**src/rtl/alsu_cmd_seq_if.sv**
```systemverilog
// Command, ALSU drive/return and response bundle for alsu_cmd_seq.
// The slave side is the sequencer; the master side is the harness/consumer.
interface alsu_cmd_seq_if;
  logic        cmd_valid;
  logic        cmd_ready;
  logic [15:0] cmd_data;
  logic [3:0]  cmd_rep;
  logic [2:0]  alsu_A, alsu_B, alsu_opcode;
  logic        alsu_cin, alsu_serial_in, alsu_red_op_A, alsu_red_op_B;
  logic        alsu_bypass_A, alsu_bypass_B, alsu_direction;
  logic [5:0]  alsu_out;
  logic [15:0] alsu_leds;
  logic        rsp_valid;
  logic        rsp_ready;
  logic [5:0]  rsp_out;
  logic [15:0] rsp_leds;
  logic        rsp_inv;
  logic [7:0]  err_cnt;

  modport slave (
    input  cmd_valid, cmd_data, cmd_rep, alsu_out, alsu_leds, rsp_ready,
    output cmd_ready, alsu_A, alsu_B, alsu_opcode, alsu_cin, alsu_serial_in,
           alsu_red_op_A, alsu_red_op_B, alsu_bypass_A, alsu_bypass_B,
           alsu_direction, rsp_valid, rsp_out, rsp_leds, rsp_inv, err_cnt
  );

  modport master (
    output cmd_valid, cmd_data, cmd_rep, alsu_out, alsu_leds, rsp_ready,
    input  cmd_ready, alsu_A, alsu_B, alsu_opcode, alsu_cin, alsu_serial_in,
           alsu_red_op_A, alsu_red_op_B, alsu_bypass_A, alsu_bypass_B,
           alsu_direction, rsp_valid, rsp_out, rsp_leds, rsp_inv, err_cnt
  );
endinterface

```
**src/rtl/alsu_cmd_seq.sv**
```systemverilog
// Drives one packed command onto the ALSU for cmd_rep+1 cycles, waits LAT cycles,
// buffers the result. Define ALSU_CMD_SEQ_ERRCNT_EN to build the invalid-command counter.
module alsu_cmd_seq #(
  parameter int LAT = 2
) (
  input  logic clk,
  input  logic rst,
  alsu_cmd_seq_if.slave bus
);
  typedef enum logic [1:0] {IDLE, DRIVE, WAIT, RESP} state_t;

  state_t      state, state_nxt;
  logic [3:0]  cnt;
  logic [15:0] drv;
  logic        inv, inv_q, rsp_vld, accept;
  logic [2:0]  op;

  assign op     = bus.cmd_data[9:7];
  assign accept = (state == IDLE) && !rsp_vld && bus.cmd_valid;
  assign inv    = !bus.cmd_data[2] && !bus.cmd_data[1] &&
                  (op[2:1] == 2'b11 ||
                   ((bus.cmd_data[4] || bus.cmd_data[3]) && op inside {[3'b010:3'b101]}));

  assign bus.cmd_ready = (state == IDLE) && !rsp_vld;
  assign bus.rsp_valid = rsp_vld;

  // drv mirrors the command packing so the field split happens in one place
  assign {bus.alsu_A, bus.alsu_B, bus.alsu_opcode, bus.alsu_cin, bus.alsu_serial_in,
          bus.alsu_red_op_A, bus.alsu_red_op_B, bus.alsu_bypass_A, bus.alsu_bypass_B,
          bus.alsu_direction} = drv;

  always_ff @(posedge clk) begin
    if (rst) state <= IDLE;
    else     state <= state_nxt;
  end

  always_comb begin
    state_nxt = state;
    case (state)
      IDLE:  if (accept)         state_nxt = DRIVE;
      DRIVE: if (cnt == 4'd0)    state_nxt = WAIT;
      WAIT:  if (cnt == 4'd0)    state_nxt = RESP;
      RESP:  if (bus.rsp_ready)  state_nxt = IDLE;
      default:                   state_nxt = IDLE;
    endcase
  end

  // cnt is the hold counter in DRIVE and the pipeline wait counter in WAIT
  always_ff @(posedge clk) begin
    if (rst) begin
      drv          <= '0;
      cnt          <= '0;
      inv_q        <= 1'b0;
      rsp_vld      <= 1'b0;
      bus.rsp_out  <= '0;
      bus.rsp_leds <= '0;
      bus.rsp_inv  <= 1'b0;
    end else begin
      case (state)
        IDLE: if (accept) begin
          drv   <= bus.cmd_data;
          cnt   <= bus.cmd_rep;
          inv_q <= inv;
        end
        DRIVE: begin
          if (cnt == 4'd0) begin
            drv <= '0;
            cnt <= 4'(LAT - 1);
          end else begin
            cnt <= cnt - 4'd1;
          end
        end
        WAIT: begin
          if (cnt == 4'd0) begin
            bus.rsp_out  <= bus.alsu_out;
            bus.rsp_leds <= bus.alsu_leds;
            bus.rsp_inv  <= inv_q;
            rsp_vld      <= 1'b1;
          end else begin
            cnt <= cnt - 4'd1;
          end
        end
        RESP: if (bus.rsp_ready) rsp_vld <= 1'b0;
        default: ;
      endcase
    end
  end

`ifdef ALSU_CMD_SEQ_ERRCNT_EN
  logic [7:0] err_q;
  always_ff @(posedge clk) begin
    if (rst)
      err_q <= '0;
    else if (state == WAIT && cnt == 4'd0 && inv_q && err_q != 8'hFF)
      err_q <= err_q + 8'd1;
  end
  assign bus.err_cnt = err_q;
`else
  assign bus.err_cnt = '0;
`endif
endmodule

```
**src/flat_wrapper.sv**
```systemverilog
// flat-port wrapper written by rule: the top's interface ports become plain ports
module alsu_cmd_seq_flat 
#(
  parameter int LAT = 2
)
  (clk, rst, bus_cmd_valid, bus_cmd_data, bus_cmd_rep, bus_alsu_out, bus_alsu_leds, bus_rsp_ready, bus_cmd_ready, bus_alsu_A, bus_alsu_B, bus_alsu_opcode, bus_alsu_cin, bus_alsu_serial_in, bus_alsu_red_op_A, bus_alsu_red_op_B, bus_alsu_bypass_A, bus_alsu_bypass_B, bus_alsu_direction, bus_rsp_valid, bus_rsp_out, bus_rsp_leds, bus_rsp_inv, bus_err_cnt);
  alsu_cmd_seq_if bus_i ();
  input  logic clk;
  input  logic rst;
  input wire logic [$bits(bus_i.cmd_valid)-1:0] bus_cmd_valid;
  input wire logic [$bits(bus_i.cmd_data)-1:0] bus_cmd_data;
  input wire logic [$bits(bus_i.cmd_rep)-1:0] bus_cmd_rep;
  input wire logic [$bits(bus_i.alsu_out)-1:0] bus_alsu_out;
  input wire logic [$bits(bus_i.alsu_leds)-1:0] bus_alsu_leds;
  input wire logic [$bits(bus_i.rsp_ready)-1:0] bus_rsp_ready;
  output wire logic [$bits(bus_i.cmd_ready)-1:0] bus_cmd_ready;
  output wire logic [$bits(bus_i.alsu_A)-1:0] bus_alsu_A;
  output wire logic [$bits(bus_i.alsu_B)-1:0] bus_alsu_B;
  output wire logic [$bits(bus_i.alsu_opcode)-1:0] bus_alsu_opcode;
  output wire logic [$bits(bus_i.alsu_cin)-1:0] bus_alsu_cin;
  output wire logic [$bits(bus_i.alsu_serial_in)-1:0] bus_alsu_serial_in;
  output wire logic [$bits(bus_i.alsu_red_op_A)-1:0] bus_alsu_red_op_A;
  output wire logic [$bits(bus_i.alsu_red_op_B)-1:0] bus_alsu_red_op_B;
  output wire logic [$bits(bus_i.alsu_bypass_A)-1:0] bus_alsu_bypass_A;
  output wire logic [$bits(bus_i.alsu_bypass_B)-1:0] bus_alsu_bypass_B;
  output wire logic [$bits(bus_i.alsu_direction)-1:0] bus_alsu_direction;
  output wire logic [$bits(bus_i.rsp_valid)-1:0] bus_rsp_valid;
  output wire logic [$bits(bus_i.rsp_out)-1:0] bus_rsp_out;
  output wire logic [$bits(bus_i.rsp_leds)-1:0] bus_rsp_leds;
  output wire logic [$bits(bus_i.rsp_inv)-1:0] bus_rsp_inv;
  output wire logic [$bits(bus_i.err_cnt)-1:0] bus_err_cnt;
  assign bus_i.cmd_valid = bus_cmd_valid;
  assign bus_i.cmd_data = bus_cmd_data;
  assign bus_i.cmd_rep = bus_cmd_rep;
  assign bus_i.alsu_out = bus_alsu_out;
  assign bus_i.alsu_leds = bus_alsu_leds;
  assign bus_i.rsp_ready = bus_rsp_ready;
  assign bus_cmd_ready = bus_i.cmd_ready;
  assign bus_alsu_A = bus_i.alsu_A;
  assign bus_alsu_B = bus_i.alsu_B;
  assign bus_alsu_opcode = bus_i.alsu_opcode;
  assign bus_alsu_cin = bus_i.alsu_cin;
  assign bus_alsu_serial_in = bus_i.alsu_serial_in;
  assign bus_alsu_red_op_A = bus_i.alsu_red_op_A;
  assign bus_alsu_red_op_B = bus_i.alsu_red_op_B;
  assign bus_alsu_bypass_A = bus_i.alsu_bypass_A;
  assign bus_alsu_bypass_B = bus_i.alsu_bypass_B;
  assign bus_alsu_direction = bus_i.alsu_direction;
  assign bus_rsp_valid = bus_i.rsp_valid;
  assign bus_rsp_out = bus_i.rsp_out;
  assign bus_rsp_leds = bus_i.rsp_leds;
  assign bus_rsp_inv = bus_i.rsp_inv;
  assign bus_err_cnt = bus_i.err_cnt;
  alsu_cmd_seq #(.LAT(LAT)) u_core (.clk(clk), .rst(rst), .bus(bus_i));
endmodule
```
**config.mk**
```make
export PLATFORM = sky130hd
export DESIGN_NAME = alsu_cmd_seq_flat
export DESIGN_NICKNAME = d
export VERILOG_FILES = /design/src/rtl/alsu_cmd_seq_if.sv /design/src/rtl/alsu_cmd_seq.sv /design/src/flat_wrapper.sv
export SDC_FILE = /design/constraint.sdc
export NUM_CORES = 1
export LEC_CHECK = 0
export CORE_ASPECT_RATIO = 0.7
export CORE_UTILIZATION = 43
export DETAILED_ROUTE_END_ITERATION = 7
export PLACE_DENSITY_LB_ADDON = 0.3
export RECOVER_POWER = 25
export SKIP_LAST_GASP = 1
export SLEW_MARGIN = 20
export SYNTH_ARGS = -nofsm -noshare
export SYNTH_HDL_FRONTEND = slang
export SYNTH_SLANG_ARGS = --single-unit
```
**constraint.sdc**
```tcl
create_clock -name clk -period 4.3 [get_ports clk]
set_clock_uncertainty 0.05 [all_clocks]
set_input_delay 1.075 -clock clk [delete_from_list [all_inputs] [get_ports clk]]
set_output_delay 1.075 -clock clk [all_outputs]
set_load 0.05 [all_outputs]
```
==> flow_metrics.env, run 1 <==
export IMPL_die_h_um=58.3
export IMPL_seq_area_frac_synth_pct=48.4
export IMPL_first_pass_iters=4
export IMPL_cts_sinks=47
export IMPL_synthDistinctLibCells=32
export IMPL_grt_pass1_wl_um=7080
export IMPL_layout_drive_gt1_share_pct=3.65
export IMPL_setup_worst_path_start="u_core.state[0]$_SDFFE_PP0P_"
export IMPL_clockBufferDepth=2
export IMPL_rsz0062_at_grt="false"
export IMPL_dpl_hpwl_um=3260
export IMPL_synth_edf_count=0
export IMPL_cpMaxStageDelayCell="clkdlybuf4s50_1"
export IMPL_clkTransAtPathRegs_ns=0.08
export IMPL_htreeDepth=2
export IMPL_port_buffers=86
export IMPL_cts_setup_buffers=0
export IMPL_setup_viol=0
export IMPL_row_count=20
export IMPL_r2r_slack_ns=2.14
export IMPL_crit_cells=4
export IMPL_cts_root_buf="clkbuf_8"
export IMPL_grt_overflow=0
export IMPL_critPathCaptureType="output port"
export IMPL_grt_max_degree=27
export IMPL_synthMuxAreaShare_pct=0.514
export IMPL_synth_ff_type="dfxtp_1"
export IMPL_drc=0
export IMPL_syn_area_per_cell_um2=8.88
export IMPL_viasPerCell=4.96
export IMPL_yosysTopAreaCell="dfxtp_1"
export IMPL_first_global_vias=1513
export IMPL_final_hold_violation_count=0
export IMPL_finalMaxSlewViolations=0
export IMPL_fmax_ghz=0.311
export IMPL_netlist_area_um2=1950
export IMPL_synthXorXnorAreaFrac_pct=0
export IMPL_nets=356
export IMPL_fin_crit_sh_pct=74.7
export IMPL_critPathKind="flop to output port"
export IMPL_nFillCells=368
export IMPL_fin_crit_ns=3.21
export IMPL_most_common_layout_cells="84 x clkdlybuf4s50_1, 48 x nand2_1, 47 x dfxtp_1, 27 x a21oi_1, 16 x a22o_1"
export IMPL_reg2reg_depth=6
export IMPL_numCtsBuffers=5
export IMPL_track_usage_pct=19.3
export IMPL_routed_wl_um=4460
export IMPL_synthAdderAreaFrac_pct=5.79
export IMPL_die_w_um=82.4
export IMPL_path_max_fanout=7
export IMPL_synth_top_family_by_area="compound AO/OA/AOI/OAI gates"
export IMPL_core_area_um2=4330
export IMPL_pin_count=95
export IMPL_powerDensity_nw_per_um2=642
export IMPL_maxCapViolations=0
export IMPL_holdPathStages=2
export IMPL_cp_start_kind="flop"
export IMPL_worst_slew_pin_slew_ns=1.03
export IMPL_synthToLayoutAreaGrowth_pct=48.2
export IMPL_worst_skew_pair_late_latency_ns=0.29
export IMPL_post_cts_resized=0
export IMPL_synth_top_area_share_pct=48.4
export IMPL_worstPathCellList="inv_1 -> ha_1 -> nor2b_1 -> clkdlybuf4s50_1"
export IMPL_ir_drop_v=0.000342
export IMPL_netlist_top_cells_area="dfxtp_1 48%, nand2_1 9.3%, a22o_1 7.2%, a21oi_1 6.9%, ha_1 5.8%"
export IMPL_dr_first_iter_drc_count=65
export IMPL_dpl_instance_area_um2=2810
export IMPL_synth_seq_cells=47
export IMPL_reg2reg_to="u_core.cnt[2]$_SDFFE_PP0P_"
export IMPL_cp_top_family="buffers and inverters"
export IMPL_stdcell_area_um2=2880
export IMPL_endpoint="bus_cmd_ready"
export IMPL_reg2reg_from="u_core.state[0]$_SDFFE_PP0P_"
export IMPL_cts_tree="yes"
export IMPL_critPathMaxStageDelay_ns=0.82
export IMPL_async_reset_ff_share_pct=0
export IMPL_final_common_cell="clkdlybuf4s50_1"
export IMPL_die_area_um2=4800
export IMPL_diodes=0
export IMPL_synthSimpleGateAreaFrac_pct=17.9
export IMPL_worst_path_buf_inv=2
export IMPL_holdCritPathClass="flop to flop"
export IMPL_cts_hold_buf=0
export IMPL_status="complete, no violations"
export IMPL_ys_warn_count=0
export IMPL_routabilityCongestion=0.773
export IMPL_wl_per_cell_um=12.5
export IMPL_vias=1766
export IMPL_leakagePower_uw=0.00108
export IMPL_tns_ns=0
export IMPL_crit_arrival_ns=2.09
export IMPL_synth_compound_area_share_pct=20.7
export IMPL_relSlewSlack_pct=31.2
export IMPL_initial_core_util_pct=44.9
export IMPL_antenna_found_initial=0
export IMPL_critPathRequiredTime_ns=3.17
export IMPL_ant_nets=0
export IMPL_synthCells=219
==> metal layers <==
layer / routed length, µm / part of all wire (%) / vias to the layer above / global-route usage (%)
li1: - / - / 903 / -
met2: 1820 / 41 / 68 / 27.9
met5: 0 / 0 / - / 0
met1: 2150 / 48 / 793 / 27.4
met3: 483 / 11 / 2 / 8.19
met4: 13 / 0.29 / 0 / 2.26
==> worst min-delay path by stage <==
stage	start	to	slack, ns
6_report	u_core.bus.rsp_leds[7]$_SDFFE_PP0P_	u_core.bus.rsp_leds[7]$_SDFFE_PP0P_	0.40
5_1_grt	u_core.bus.rsp_leds[13]$_SDFFE_PP0P_	u_core.bus.rsp_leds[13]$_SDFFE_PP0P_	0.43
4_1_cts	u_core.bus.rsp_leds[5]$_SDFFE_PP0P_	u_core.bus.rsp_leds[5]$_SDFFE_PP0P_	0.41
3_5_place_dp	u_core.bus.rsp_out[2]$_SDFFE_PP0P_	u_core.bus.rsp_out[2]$_SDFFE_PP0P_	0.40
3_3_place_gp	u_core.bus.rsp_leds[5]$_SDFFE_PP0P_	u_core.bus.rsp_leds[5]$_SDFFE_PP0P_	0.39
2_1_floorplan	u_core.inv_q$_SDFFE_PP0P_	u_core.bus.rsp_inv$_SDFFE_PP0P_	0.38
==> state kept, by name (all words and copies together), names as in the netlist <==
| register | count |
|---|---|
| u_core.drv | 16 |
| u_core.cnt | 4 |
| u_core.bus.rsp_valid | 1 |
| u_core.bus.rsp_inv | 1 |
| u_core.bus.rsp_out | 6 |
| u_core.state | 2 |
| u_core.bus.rsp_leds | 16 |
| u_core.inv_q | 1 |
==> final cells by class <==
cell class / count / area [µm²] / area share (%)
Clock inverter: 2 / 13.8 / 0.477
Clock buffer: 5 / 68.8 / 2.39
Timing Repair Buffer: 87 / 865 / 30.0
Tap cell: 55 / 68.8 / 2.39
Multi-Input combinational cell: 154 / 905 / 31.4
Sequential cell: 47 / 941 / 32.6
Inverter: 6 / 22.5 / 0.781
==> per-stage QoR <==
stage	cells	util (%)	hold slack, ns	worst slack [ns]	total power [µW]
after detailed placement	349	64.8	0.397	1.14	1610
after global placement	349	64.8	0.391	1.14	1600
after CTS	356	66.7	0.407	1.06	1870
after floorplan	226	-	0.382	1.71	1320
final	356	66.6	0.404	1.09	1850
after global routing	356	66.6	0.425	0.969	1970
==> synth_stat cells, types with 2 or more instances <==
library cell  count
a211oi_1          4
a21oi_1          27
a22o_1           16
buf_2             2
buf_4             8
clkbuf_1          9
dfxtp_1          47
ha_1              9
inv_1             6
nand2_1          48
nand2b_1          2
nor2_1            9
nor2b_1           4
nor3_1            4
nor4b_1           3
o21ai_0           5
==> power breakdown <==
part,internal (µW),switching (µW)
Combinational,366,630
Sequential,539,69.2
Clock,111,137
==> logic make-up after synthesis <==
logic type,after synthesis
DFF,47
adders and majority gates,9
other,1
muxes,1
AOI/OAI and AO/OA,60
buffers and inverters,25
and+or+nand+nor,76
==> worst register-to-register path: cells and delay by family, from the launching register on <==
family | cells | cell delay, ns
DFF | 1 | 0.41
and+or+nand+nor | 1 | 0.44
AOI/OAI and AO/OA | 3 | 0.74
adders and majority gates | 1 | 0.28
buffers and inverters | 1 | 0.11
Power figures use the tool's default switching activity.
==> run 2: changes to the inputs <==
--- a/config.mk
+++ b/config.mk
@@ -6,7 +6,7 @@
 export NUM_CORES = 1
 export LEC_CHECK = 0
 export CORE_ASPECT_RATIO = 0.7
-export CORE_UTILIZATION = 43
+export CORE_UTILIZATION = 36
 export DETAILED_ROUTE_END_ITERATION = 7
 export PLACE_DENSITY_LB_ADDON = 0.3
 export RECOVER_POWER = 25
==> constraint.sdc (replaced) <==
create_clock -name clk -period 2.88 [get_ports clk]
set_clock_uncertainty 0.05 [all_clocks]
set_input_delay 0.72 -clock clk [delete_from_list [all_inputs] [get_ports clk]]
set_output_delay 0.72 -clock clk [all_outputs]
set_load 0.05 [all_outputs]
==> flow_metrics.env, run 2 (synthesis gave the netlist of run 1 again) <==
export IMPL_routed_wl_um=4970
export IMPL_die_h_um=63.5
export IMPL_worstPathCellList="inv_1 -> ha_1 -> and4bb_1 -> a211o_1 -> nor3_1 -> a211oi_1"
export IMPL_drc=0
export IMPL_r2r_slack_ns=0.48
export IMPL_cts_tree="yes"
export IMPL_place_ws_ns=0.220
export IMPL_powerDensity_nw_per_um2=989
export IMPL_relSlewSlack_pct=28.5
export IMPL_path_max_fanout=26
export IMPL_leakagePower_uw=0.00110
export IMPL_ant_nets=0
export IMPL_worst_slew_pin_slew_ns=1.07
export IMPL_critPathCaptureType="flop"
export IMPL_diodes=0
export IMPL_setup_viol=0
export IMPL_holdPathStages=2
export IMPL_pin_count=95
export IMPL_port_buffers=86
export IMPL_maxCapViolations=0
export IMPL_first_pass_iters=4
export IMPL_cpMaxStageDelayCell="and4bb_1"
export IMPL_wl_per_cell_um=13.4
export IMPL_hold_start="u_core.bus.rsp_leds[4]$_SDFFE_PP0P_"
export IMPL_viasPerCell=4.76
export IMPL_synthToLayoutAreaGrowth_pct=51.1
export IMPL_final_hold_violation_count=0
export IMPL_finalMaxSlewViolations=0
export IMPL_fin_crit_ns=2.40
export IMPL_cp_start_kind="flop"
export IMPL_clockBufferDepth=2
export IMPL_clkTransAtPathRegs_ns=0.09
export IMPL_grt_pass1_wl_um=8150
export IMPL_final_common_cell="clkdlybuf4s50_1"
export IMPL_cts_setup_buffers=0
export IMPL_grt_overflow=0
export IMPL_layout_drive_gt1_share_pct=4.30
export IMPL_top_regs="u_core.bus.rsp_leds x16, u_core.drv x16, u_core.bus.rsp_out x6"
export IMPL_routabilityCongestion=0.795
export IMPL_crit_arrival_ns=2.56
export IMPL_dr_first_iter_drc_count=76
export IMPL_nets=356
export IMPL_initial_core_util_pct=39.0
export IMPL_antenna_found_initial=0
export IMPL_critPathKind="flop to flop"
export IMPL_postLayoutSetupSlackWorst_ns=0.481
export IMPL_dpl_hpwl_um=3590
export IMPL_ir_drop_v=0.000454
export IMPL_reg2reg_depth=6
export IMPL_core_area_um2=4990
export IMPL_htreeDepth=2
export IMPL_cp_top_family="simple AND/OR/NAND/NOR gates"
export IMPL_critPathRequiredTime_ns=3.04
export IMPL_reg2reg_to="u_core.cnt[0]$_SDFFE_PP0P_"
export IMPL_fin_crit_sh_pct=83.3
export IMPL_worst_path_buf_inv=1
export IMPL_cts_hold_buf=0
export IMPL_numCtsBuffers=5
export IMPL_holdPathEnd="u_core.bus.rsp_leds[4]$_SDFFE_PP0P_"
export IMPL_die_w_um=89.9
export IMPL_die_area_um2=5710
export IMPL_worst_skew_pair_late_latency_ns=0.29
export IMPL_critPathMaxStageDelay_ns=0.88
export IMPL_fmax_ghz=0.417
export IMPL_rsz0062_at_grt="false"
export IMPL_vias=1767
export IMPL_row_count=21
export IMPL_grt_max_degree=32
export IMPL_cts_root_buf="clkbuf_8"
export IMPL_track_usage_pct=17.9
export IMPL_post_cts_resized=0
export IMPL_cts_sinks=47
export IMPL_tns_ns=0
export IMPL_status="complete, no violations"
export IMPL_first_global_vias=1717
export IMPL_holdCritPathClass="flop to flop"
export IMPL_most_common_layout_cells="84 x clkdlybuf4s50_1, 48 x nand2_1, 47 x dfxtp_1, 27 x a21oi_1, 16 x a22o_1"
export IMPL_reg2reg_from="u_core.state[0]$_SDFFE_PP0P_"
==> run 2: cell types whose count changed in the layout (fill, tap and decap cells not counted), sizes merged <==
cell,previous run,this run
bufinv,0,1
dlygate4sd3,2,1
buf,0,2
clkbuf,6,5
==> run 2: per-stage QoR <==
step           hold WS (ns)  cells  cell area [µm²]  power [µW]  util [%]
3_3_place_gp          0.391    363             2820        2400      56.5
6_report              0.405    371             2940        2910      58.9
2_1_floorplan         0.382    226             1970        1980         -
3_5_place_dp          0.398    363             2820        2420      56.5
4_1_cts               0.409    371             2930        2910      58.7
5_1_grt               0.427    371             2940        3080      58.9
==> run 2: how the worst max path moves through the flow <==
stage,endpoint,start,depth (start not counted),slack [ns]
2_1_floorplan,u_core.inv_q$_SDFFE_PP0P_,u_core.state[0]$_SDFFE_PP0P_,6,0.57
3_3_place_gp,u_core.drv[5]$_SDFFE_PP0P_,bus_cmd_valid,4,0.26
3_5_place_dp,u_core.drv[5]$_SDFFE_PP0P_,bus_cmd_valid,4,0.22
4_1_cts,u_core.drv[9]$_SDFFE_PP0P_,bus_cmd_valid,4,0.53
5_1_grt,u_core.cnt[0]$_SDFFE_PP0P_,u_core.state[0]$_SDFFE_PP0P_,6,0.25
6_report,u_core.cnt[0]$_SDFFE_PP0P_,u_core.state[0]$_SDFFE_PP0P_,6,0.48
==> run 2: worst reg2reg max path, cell delays in order (launching register included) <==
cell      delay [ns]
dfxtp_1         0.36
inv_1           0.13
ha_1            0.29
and4bb_1        0.88
a211o_1         0.31
nor3_1          0.09
a211oi_1        0.22
==> run 2: metal layers <==
| metal | part of all wire [%] | vias to the layer above | global-route usage, % |
|---|---|---|---|
| met4 | 0.44 | 0 | 5.24 |
| met1 | 48 | 804 | 22.9 |
| li1 | - | 906 | - |
| met3 | 7.7 | 2 | 6.28 |
| met2 | 43 | 55 | 28.7 |
| met5 | 0 | - | 0 |
==> run 2: report_power, final <==
| part | leakage, µW | internal [µW] | switching (µW) |
|---|---|---|---|
| Clock | 0.0000581 | 259 | 219 |
| Sequential | 0.000383 | 804 | 108 |
| Combinational | 0.000656 | 547 | 971 |
| Total | 0.00110 | 1610 | 1300 |
==> run 2: area by class of cell <==
type                    count  area, µm²
fillers                   445       2050
flip-flops and latches     47        941
multi-input cells         154        912
repair buffers             87        866
well taps                  69       86.3
clock buffers               5       68.8
clock inverters             3       43.8
inverters                   6       22.5
==> run 3: changes to the inputs <==
==> constraint.sdc (replaced) <==
create_clock -name clk -period 2.15 [get_ports clk]
set_clock_uncertainty 0.05 [all_clocks]
set_input_delay 0.5375 -clock clk [delete_from_list [all_inputs] [get_ports clk]]
set_output_delay 0.5375 -clock clk [all_outputs]
set_load 0.05 [all_outputs]
==> flow_metrics.env, run 3 (synthesis gave the netlist of run 1 again) <==
export IMPL_relSlewSlack_pct=56.2
export IMPL_cts_hold_buf=0
export IMPL_fin_crit_ns=2.07
export IMPL_grt_pass1_wl_um=7670
export IMPL_cts_root_buf="clkbuf_8"
export IMPL_viasPerCell=4.70
export IMPL_track_usage_pct=16.7
export IMPL_cp_top_family="buffers and inverters"
export IMPL_tns_ns=0
export IMPL_final_common_cell="clkdlybuf4s50_1"
export IMPL_htreeDepth=2
export IMPL_drc=0
export IMPL_dpl_instance_area_um2=2900
export IMPL_nets=366
export IMPL_fin_crit_sh_pct=96.2
export IMPL_antenna_found_initial=0
export IMPL_routabilityCongestion=0.738
export IMPL_die_area_um2=5710
export IMPL_ir_drop_v=0.000853
export IMPL_row_count=21
export IMPL_placed_cells=372
export IMPL_clockBufferDepth=2
export IMPL_synthToLayoutAreaGrowth_pct=55.2
export IMPL_dr_first_iter_drc_count=82
export IMPL_worstPathCellList="clkdlybuf4s50_1"
export IMPL_cp_start_kind="flop"
export IMPL_port_buffers=86
export IMPL_finalMaxSlewViolations=0
export IMPL_critPathRequiredTime_ns=1.56
export IMPL_pin_count=95
export IMPL_clkTransAtPathRegs_ns=0.09
export IMPL_first_pass_iters=4
export IMPL_fmax_ghz=0.484
export IMPL_routed_wl_um=4750
export IMPL_vias=1791
export IMPL_critPathKind="flop to output port"
export IMPL_maxCapViolations=0
export IMPL_stdcell_area_um2=3020
export IMPL_worst_path_buf_inv=1
export IMPL_postLayoutSetupSlackWorst_ns=0.0828
export IMPL_holdCritPathClass="flop to flop"
export IMPL_worst_skew_pair_late_latency_ns=0.30
export IMPL_stdcell_count=381
export IMPL_nFillCells=431
export IMPL_top_regs="u_core.bus.rsp_leds x16, u_core.drv x16, u_core.bus.rsp_out x6"
export IMPL_ant_nets=0
export IMPL_leakagePower_uw=0.00114
export IMPL_die_h_um=63.5
export IMPL_grt_overflow=0
export IMPL_cpMaxStageDelayCell="clkdlybuf4s50_1"
export IMPL_status="complete, no violations"
export IMPL_most_common_layout_cells="84 x clkdlybuf4s50_1, 48 x nand2_1, 47 x dfxtp_1, 27 x a21oi_1, 16 x a22o_1"
export IMPL_dpl_hpwl_um=3390
export IMPL_path_max_fanout=2
export IMPL_layout_drive_gt1_share_pct=8.33
export IMPL_grt_max_degree=33
export IMPL_cts_sinks=47
export IMPL_holdWs_ns=0.407
export IMPL_diodes=0
export IMPL_critPathMaxStageDelay_ns=0.83
export IMPL_final_hold_violation_count=0
export IMPL_worst_slew_pin_slew_ns=0.650
export IMPL_numCtsBuffers=5
export IMPL_critPathCaptureType="output port"
export IMPL_place_ws_ns=-0.172
export IMPL_initial_core_util_pct=39.0
export IMPL_cts_tree="yes"
export IMPL_rsz0062_at_grt="false"
export IMPL_crit_arrival_ns=1.48
export IMPL_core_area_um2=4990
export IMPL_post_cts_resized=0
export IMPL_wl_per_cell_um=12.5
export IMPL_first_global_vias=1635
export IMPL_powerDensity_nw_per_um2=1340
export IMPL_cts_setup_buffers=0
export IMPL_die_w_um=89.9
export IMPL_setup_viol=0
run 3: final cells by class:
type	instances	area, µm²	area share, %
clock buffer	5	68.8	2.28
inverter	6	22.5	0.746
tap	69	86.3	2.86
timing repair buffer	97	945	31.3
clock inverter	3	46.3	1.53
multi-input combinational	154	910	30.1
sequential	47	941	31.2
run 3: per-stage QoR:
step	util (%)	power [µW]
3_5_place_dp	58.1	3400
2_1_floorplan	-	2650
5_1_grt	60.5	4300
6_report	60.5	4060
3_3_place_gp	58.1	3370
4_1_cts	60.4	4070
run 3: layer usage:
| layer | track usage (%) | vias to the layer above | routed length [µm] |
|---|---|---|---|
| li1 | - | 923 | - |
| met1 | 22.3 | 802 | 2330 |
| met2 | 25.7 | 64 | 2110 |
| met3 | 5.07 | 2 | 303 |
| met4 | 5.44 | 0 | 17 |
| met5 | 0 | - | 0 |
run 3: worst paths after layout:
kind,start,endpoint,slack (ns),depth (start not counted)
max reg2reg,u_core.cnt[0]$_SDFFE_PP0P_,u_core.state[1]$_SDFFE_PP0P_,0.13,7
min,u_core.bus.rsp_inv$_SDFFE_PP0P_,u_core.bus.rsp_inv$_SDFFE_PP0P_,0.41,2
min reg2reg,u_core.bus.rsp_inv$_SDFFE_PP0P_,u_core.bus.rsp_inv$_SDFFE_PP0P_,0.41,2
max,u_core.drv[14]$_SDFFE_PP0P_,bus_alsu_A[1],0.08,1
run 3: power breakdown:
group          total [µW]  internal [µW]  leakage, µW  switching [µW]
registers            1210           1080     0.000383             128
clock network         659            350    0.0000548             308
logic                2200            879     0.000706            1320
total                4060           2310      0.00114            1750
